`src/rtl/axi_ic_pkg.sv`:
```
// -----------------------------------------------------------------------------
// axi_ic_pkg
//   Shared definitions for the AXI write interconnect slice:
//     - write-path state encoding (IDLE/ADDR/DATA/RESP)
//     - master index constants for the 4-master grant vector
//     - BRESP response codes
//     - grant decode helpers (one-hot test, one-hot to index)
// -----------------------------------------------------------------------------
package axi_ic_pkg;

    // Write-path state encoding
    localparam logic [1:0] ST_IDLE = 2'd0;
    localparam logic [1:0] ST_ADDR = 2'd1;
    localparam logic [1:0] ST_DATA = 2'd2;
    localparam logic [1:0] ST_RESP = 2'd3;

    typedef enum logic [1:0] {
        IDLE = ST_IDLE,
        ADDR = ST_ADDR,
        DATA = ST_DATA,
        RESP = ST_RESP
    } wr_state_e;

    // Master indices within the grant vector
    localparam logic [1:0] AXI_MASTER_0 = 2'd0;
    localparam logic [1:0] AXI_MASTER_1 = 2'd1;
    localparam logic [1:0] AXI_MASTER_2 = 2'd2;
    localparam logic [1:0] AXI_MASTER_3 = 2'd3;

    // BRESP codes
    localparam logic [1:0] BRESP_OKAY   = 2'b00;
    localparam logic [1:0] BRESP_SLVERR = 2'b10;

    // True when exactly one grant bit is set
    function automatic logic grant_onehot(input logic [3:0] g);
        return (g != 4'b0000) && ((g & (g - 4'd1)) == 4'b0000);
    endfunction

    // Index of the set bit; only meaningful when grant_onehot(g)
    function automatic logic [1:0] grant_index(input logic [3:0] g);
        logic [1:0] idx;
        case (g)
            4'b0010: idx = AXI_MASTER_1;
            4'b0100: idx = AXI_MASTER_2;
            4'b1000: idx = AXI_MASTER_3;
            default: idx = AXI_MASTER_0;
        endcase
        return idx;
    endfunction

endpackage

```
`src/rtl/axi_wr_beat_cnt.sv`:
```
// -----------------------------------------------------------------------------
// axi_wr_beat_cnt
//   Remaining-beat counter for one locked write burst, plus the sticky check
//   of the master's own WLAST against the counted position.
//
// Ports:
//   ACLK, ARESETn  clock, asynchronous active-low reset
//   load           AW handshake: count <= len
//   len            AWLEN of the locked master (beats - 1)
//   beat           W handshake on the slave side
//   mst_wlast      WLAST driven by the locked master
//   last           count == 0 (current beat is the final one)
//   wlast_err      sticky: some beat had mst_wlast != last
// -----------------------------------------------------------------------------
module axi_wr_beat_cnt (
    input  logic       ACLK,
    input  logic       ARESETn,
    input  logic       load,
    input  logic [7:0] len,
    input  logic       beat,
    input  logic       mst_wlast,
    output logic       last,
    output logic       wlast_err
);
    import axi_ic_pkg::*;

    logic [7:0] count;

    assign last = (count == 8'd0);

    // NOTE: sequential state uses non-blocking assignments so every register
    // samples pre-edge values regardless of process evaluation order.
    always_ff @(posedge ACLK or negedge ARESETn) begin
        if (!ARESETn) begin
            count     <= 8'd0;
            wlast_err <= 1'b0;
        end else begin
            if (load) begin
                count <= len;
            end else if (beat && !last) begin
                // Held at zero after the final beat: AWLEN=255 never wraps
                count <= count - 8'd1;
            end

            if (beat && (mst_wlast != last)) begin
                wlast_err <= 1'b1;
            end
        end
    end

endmodule

```
`src/rtl/axi_wr_router.sv`:
```
// -----------------------------------------------------------------------------
// axi_wr_router
//   Locks the master granted by the upstream 4-master write arbiter for one
//   full AXI4 write transaction (AW, W burst, B) and routes its channels to
//   the single slave port. Slave WLAST is generated from an AWLEN beat count.
//   The lock is released on the B handshake so the arbiter may rotate.
//
// Ports:
//   ACLK, ARESETn                      clock, asynchronous active-low reset
//   wgrnt[3:0]                         one-hot grant, bit i = master i
//   s_aw{valid,ready,addr,id,len}      per-master AW, fields packed by index
//   s_w{valid,ready,data,strb,last}    per-master W, fields packed by index
//   s_bvalid, s_bready                 per-master B handshake
//   s_bresp, s_bid                     B payload, broadcast to all masters
//   m_aw*, m_w*, m_b*                  slave-side channels
//   busy                               a transaction is locked (state != IDLE)
//   sel                                index of the locked master
//   wlast_err                          sticky master-WLAST vs count mismatch
// -----------------------------------------------------------------------------
module axi_wr_router #(
    parameter int ADDR_W = 32,
    parameter int DATA_W = 32,
    parameter int ID_W   = 4
) (
    input  logic                    ACLK,
    input  logic                    ARESETn,
    input  logic [3:0]              wgrnt,

    input  logic [3:0]              s_awvalid,
    output logic [3:0]              s_awready,
    input  logic [4*ADDR_W-1:0]     s_awaddr,
    input  logic [4*ID_W-1:0]       s_awid,
    input  logic [4*8-1:0]          s_awlen,

    input  logic [3:0]              s_wvalid,
    output logic [3:0]              s_wready,
    input  logic [4*DATA_W-1:0]     s_wdata,
    input  logic [4*DATA_W/8-1:0]   s_wstrb,
    input  logic [3:0]              s_wlast,

    output logic [3:0]              s_bvalid,
    input  logic [3:0]              s_bready,
    output logic [1:0]              s_bresp,
    output logic [ID_W-1:0]         s_bid,

    output logic                    m_awvalid,
    input  logic                    m_awready,
    output logic [ADDR_W-1:0]       m_awaddr,
    output logic [ID_W-1:0]         m_awid,
    output logic [7:0]              m_awlen,

    output logic                    m_wvalid,
    input  logic                    m_wready,
    output logic [DATA_W-1:0]       m_wdata,
    output logic [DATA_W/8-1:0]     m_wstrb,
    output logic                    m_wlast,

    input  logic                    m_bvalid,
    output logic                    m_bready,
    input  logic [1:0]              m_bresp,
    input  logic [ID_W-1:0]         m_bid,

    output logic                    busy,
    output logic [1:0]              sel,
    output logic                    wlast_err
);
    import axi_ic_pkg::*;

    localparam int STRB_W = DATA_W / 8;

    wr_state_e  state, state_nxt;
    logic [1:0] sel_nxt;
    logic       cnt_load;
    logic       cnt_beat;
    logic       cnt_last;

    // State and lock index
    always_ff @(posedge ACLK or negedge ARESETn) begin
        if (!ARESETn) begin
            state <= IDLE;
            sel   <= AXI_MASTER_0;
        end else begin
            state <= state_nxt;
            sel   <= sel_nxt;
        end
    end

    // Next state and all handshake signals. Handshakes exist only in the
    // phase that owns them, so AW is never accepted in IDLE (one cycle of
    // lock latency) and W is never accepted before the AW handshake.
    always_comb begin
        // NOTE: every output of this block gets a default first; a path that
        // leaves one unassigned would infer a latch.
        state_nxt = state;
        sel_nxt   = sel;
        s_awready = 4'b0000;
        s_wready  = 4'b0000;
        s_bvalid  = 4'b0000;
        m_awvalid = 1'b0;
        m_wvalid  = 1'b0;
        m_wlast   = 1'b0;
        m_bready  = 1'b0;
        cnt_load  = 1'b0;
        cnt_beat  = 1'b0;

        case (state)
            IDLE: begin
                if (grant_onehot(wgrnt) && ((wgrnt & s_awvalid) != 4'b0000)) begin
                    sel_nxt   = grant_index(wgrnt);
                    state_nxt = ADDR;
                end
            end

            ADDR: begin
                m_awvalid      = s_awvalid[sel];
                s_awready[sel] = m_awready;
                if (s_awvalid[sel] && m_awready) begin
                    cnt_load  = 1'b1;
                    state_nxt = DATA;
                end
            end

            DATA: begin
                m_wvalid      = s_wvalid[sel];
                s_wready[sel] = m_wready;
                m_wlast       = cnt_last;
                if (s_wvalid[sel] && m_wready) begin
                    cnt_beat = 1'b1;
                    if (cnt_last) begin
                        state_nxt = RESP;
                    end
                end
            end

            RESP: begin
                s_bvalid[sel] = m_bvalid;
                m_bready      = s_bready[sel];
                if (m_bvalid && s_bready[sel]) begin
                    state_nxt = IDLE;
                end
            end

            default: state_nxt = IDLE;
        endcase
    end

    // NOTE: payload muxes carry no reset; they are only observed alongside a
    // valid that is itself forced low through the reset of state.
    assign m_awaddr = s_awaddr[sel*ADDR_W +: ADDR_W];
    assign m_awid   = s_awid[sel*ID_W +: ID_W];
    assign m_awlen  = s_awlen[sel*8 +: 8];
    assign m_wdata  = s_wdata[sel*DATA_W +: DATA_W];
    assign m_wstrb  = s_wstrb[sel*STRB_W +: STRB_W];
    assign s_bresp  = m_bresp;
    assign s_bid    = m_bid;
    assign busy     = (state != IDLE);

    axi_wr_beat_cnt u_beat_cnt (
        .ACLK      (ACLK),
        .ARESETn   (ARESETn),
        .load      (cnt_load),
        .len       (m_awlen),
        .beat      (cnt_beat),
        .mst_wlast (s_wlast[sel]),
        .last      (cnt_last),
        .wlast_err (wlast_err)
    );

endmodule

```
`config.mk`:
```
export PLATFORM = sky130hd
export DESIGN_NAME = axi_wr_router
export DESIGN_NICKNAME = d
export VERILOG_FILES = /design/src/rtl/axi_ic_pkg.sv /design/src/rtl/axi_wr_beat_cnt.sv /design/src/rtl/axi_wr_router.sv
export SDC_FILE = /design/constraint.sdc
export NUM_CORES = 1
export LEC_CHECK = 0
export BUFFER_PORTS_ARGS = -buffer_cell sky130_fd_sc_hd__buf_2
export CORE_AREA = 2 2 176 178
export CTS_BUF_LIST = sky130_fd_sc_hd__clkbuf_8
export DETAILED_ROUTE_END_ITERATION = 10
export DIE_AREA = 0 0 178 180
export PLACE_DENSITY = 0.38
export SYNTH_ARGS = -nofsm -noshare
export SYNTH_HDL_FRONTEND = slang
export SYNTH_SLANG_ARGS = --single-unit
```
`constraint.sdc`:
```
create_clock -name ACLK -period 3.7 [get_ports ACLK]
set_clock_uncertainty 0.1 [all_clocks]
set_input_delay 0.555 -clock ACLK [delete_from_list [all_inputs] [get_ports ACLK]]
set_output_delay 0.555 -clock ACLK [all_outputs]
set_load 0.02 [all_outputs]
```
==> out/results.tsv <==
metric	value	unit
max capacitance violation total	0	
logic gate share of total power	85.2	%
CP Data Required Time	3040	ps
element type at the critical path end	output port	
largest family of logic cells by synthesized area	multiplexers	
post-route DRC violation count	0	
WP data arrival	2070	ps
setup slack after placement	1140	ps
syn_area_per_cell	13.1	um2
GPL Wtd Cong	0.873	
post-CTS sizing	0	
Design Area, Final	5710	um2
Final Non-Filler Cells	1053	
EDFF count, synth	0	
Post-Synth Simple-Gate Area	8.47	%
crit path kind	reg2out	
Compound-Gate Fraction of Synth Area	5.27	%
Clock transition at path regs	60	ps
syn_nets	587	
DIE AREA	32000	um2
global-route wire length before repair	29000	um
Hold/Removal Path Class	in2async	
DR vias/cell	3.89	
DP HPWL	18100	um
CTS Hold Bufs	0	
warnings from Yosys	0	
#FFs+latches synth	13	
largest net degree at the start of global routing	53	
IO Count	457	
Skew-Pair Late Insertion Delay	240	ps
number of H-tree levels	1	
placed inst area	5660	um2
CTS tree	done	
Die X	178	um
Cell Area, Synth	3010	um2
XOR/XNOR share of the synthesized area	2.91	%
Post-Syn Instances	230	
count leader, synth	mux4_2	
dominant cell type by area after synthesis	mux4_2	
crit path max fanout	52	
routed wire length	20100	um
# fillers	3392	
Worst-Margin Slew	798	ps
Net Sw Frac	52.4	%
Cell Int Power	1.68	mW
placed insts	1046	
PD cells	618	nW/um2
Peak VDD IR	269	uV
antenna violations before repair	9	
Final ANT Viol Nets	0	
FP Rows	64	
layout cells sized above 1	83.5	%
GRT Overall Usage	12.1	%
vias in the first global route	4501	
share of Yosys cell area claimed by the top area cell type	61.3	%
Slew Limit Fails	0	
Max-Slew Margin vs Limit	46.8	%
Die H	180	um
post-route setup slack	979	ps
crit share post-route	73.5	%
Layout area overhead	89.5	%
Psw	1.85	mW
ys flop type	dfrtp_1	
CP startpoint kind	flop	
post-route minimum period	2720	ps
Starting Density	9.98	%
mux cell area share after synthesis	64.1	%
fmax	368	MHz
core outline area	30200	um2
Clock Path Buffers	2	
fin nets	1012	
Post-synth top cells	mux4_2, nor2_1, dfrtp_1	
Clock Sinks	13	
Detailed Routing Iterations Pass 1	4	
largest cells by area after synthesis	mux4_2, dfrtp_1, ha_1, nor2_1, xnor2_1	
status	finished, final reports clean	
DR vias	4095	
Detailed Route Iter0 Violations	266	
endpoints failing setup	0	
sequential share of power	11.3	%
Hold Violations, Final	0	
routed length per instance	19.1	um
RSZ-0062 raised after global routing	no	
Root Buffer	clkbuf_8	
post-synthesis adder-cell area fraction	2.49	%
total CTS buffers	3	
Post-CTS Setup Repair Bufs	0	
Seq/Total Area, Yosys	10.8	%
global route total overflow	0	
Core Util, Final	18.9	%
clock network fraction of total power	3.6	%
IO buf count	444	
post-synth cell types	36	
ys async rst share	100	%
leakage	2.69	nW
sum of negative setup slack	0	ps
[kinds of logic after synthesis]
group                      count (synthesis)
muxes                                     90
AOI/OAI and AO/OA                         22
DFF                                       13
buffers and inverters                     37
and+or+nand+nor                           52
xor gates and xnor gates                  10
adders and majority gates                  6
[metal layers]
| layer | wire [um] | GRT usage [%] | vias up |
|---|---|---|---|
| met4 | 149 | 1.38 | 8 |
| met5 | 58 | 0 | - |
| li1 | - | - | 1826 |
| met2 | 9960 | 20.9 | 225 |
| met1 | 8300 | 15.4 | 2016 |
| met3 | 1620 | 3.45 | 20 |
[metrics by stage]
stage,hold WS [ps],power (mW)
2_1_floorplan,159,2.44
3_3_place_gp,383,3.47
3_5_place_dp,374,3.45
4_1_cts,111,3.59
5_1_grt,123,3.78
6_report,104,3.53
[registers in the layout, summed over array words and instances (netlist names)]
signal,count
sel,2
u_beat_cnt.count,8
u_beat_cnt.wlast_err,1
state,2
[cells in the final DEF, fill, tap and decap left out, types with 2 or more instances in the layout]
cell / Yosys / routed
xor2_1: 2 / 2
nor2_1: 19 / 19
nand3_1: 2 / 2
or4_1: 3 / 3
inv_1: 9 / 10
diode_2: 0 / 3
ha_1: 6 / 6
mux4_2: 82 / 82
dfrtp_1: 13 / 11
nand2_1: 10 / 10
nor4_1: 2 / 2
clkbuf_8: 0 / 3
mux2_2: 3 / 3
mux2i_1: 5 / 5
a31o_2: 2 / 2
buf_2: 9 / 444
nand2b_1: 2 / 2
xnor2_1: 8 / 8
dfrtp_4: 0 / 2
a21oi_1: 8 / 8
or3b_2: 2 / 2
nor3_1: 7 / 7
and2_1: 3 / 3
buf_12: 0 / 3
o211ai_1: 3 / 3
[worst max-delay path: stages (launching register included)]
cell	delay, ps
dfrtp_4	890
buf_12	310
mux4_2	400
buf_2	190
[worst paths after layout]
path                                                   from                               end  slack (ps)  depth (start not counted)
setup / recovery                         sel[1]$_DFFE_PN0P_                        m_wdata[4]         980                          3
setup reg to reg                         sel[1]$_DFFE_PN0P_              state[1]$_DFFE_PN0P_        1180                          5
hold / removal                                      ARESETn   u_beat_cnt.count[0]$_DFFE_PN0P_         100                          1
hold reg to reg            u_beat_cnt.wlast_err$_DFFE_PN0P_  u_beat_cnt.wlast_err$_DFFE_PN0P_         380                          1
max in group asynchronous                           ARESETn                sel[0]$_DFFE_PN0P_        3120                          1
min in group ACLK          u_beat_cnt.wlast_err$_DFFE_PN0P_  u_beat_cnt.wlast_err$_DFFE_PN0P_         380                          1
[power by group through the flow]
| stage | Sequential, mW | Clock (mW) | Combinational (mW) |
|---|---|---|---|
| after floorplan | 0.287 | 0 | 2.15 |
| after global placement | 0.408 | 0 | 3.06 |
| after detailed placement | 0.404 | 0 | 3.05 |
| after CTS | 0.402 | 0.131 | 3.06 |
| after global routing | 0.420 | 0.136 | 3.23 |
| final | 0.397 | 0.127 | 3.01 |
[cell type report]
cell class / count / area, um2 / area share (%)
Clock inverter: 1 / 3.75 / 0.0657
Clock buffer: 3 / 41.3 / 0.723
Inverter: 9 / 33.8 / 0.591
Tap cell: 396 / 495 / 8.67
Antenna cell: 3 / 7.51 / 0.131
Timing Repair Buffer: 448 / 2290 / 40.1
Multi-Input combinational cell: 180 / 2510 / 43.9
Sequential cell: 13 / 333 / 5.83
Power figures use the tool's default switching activity.
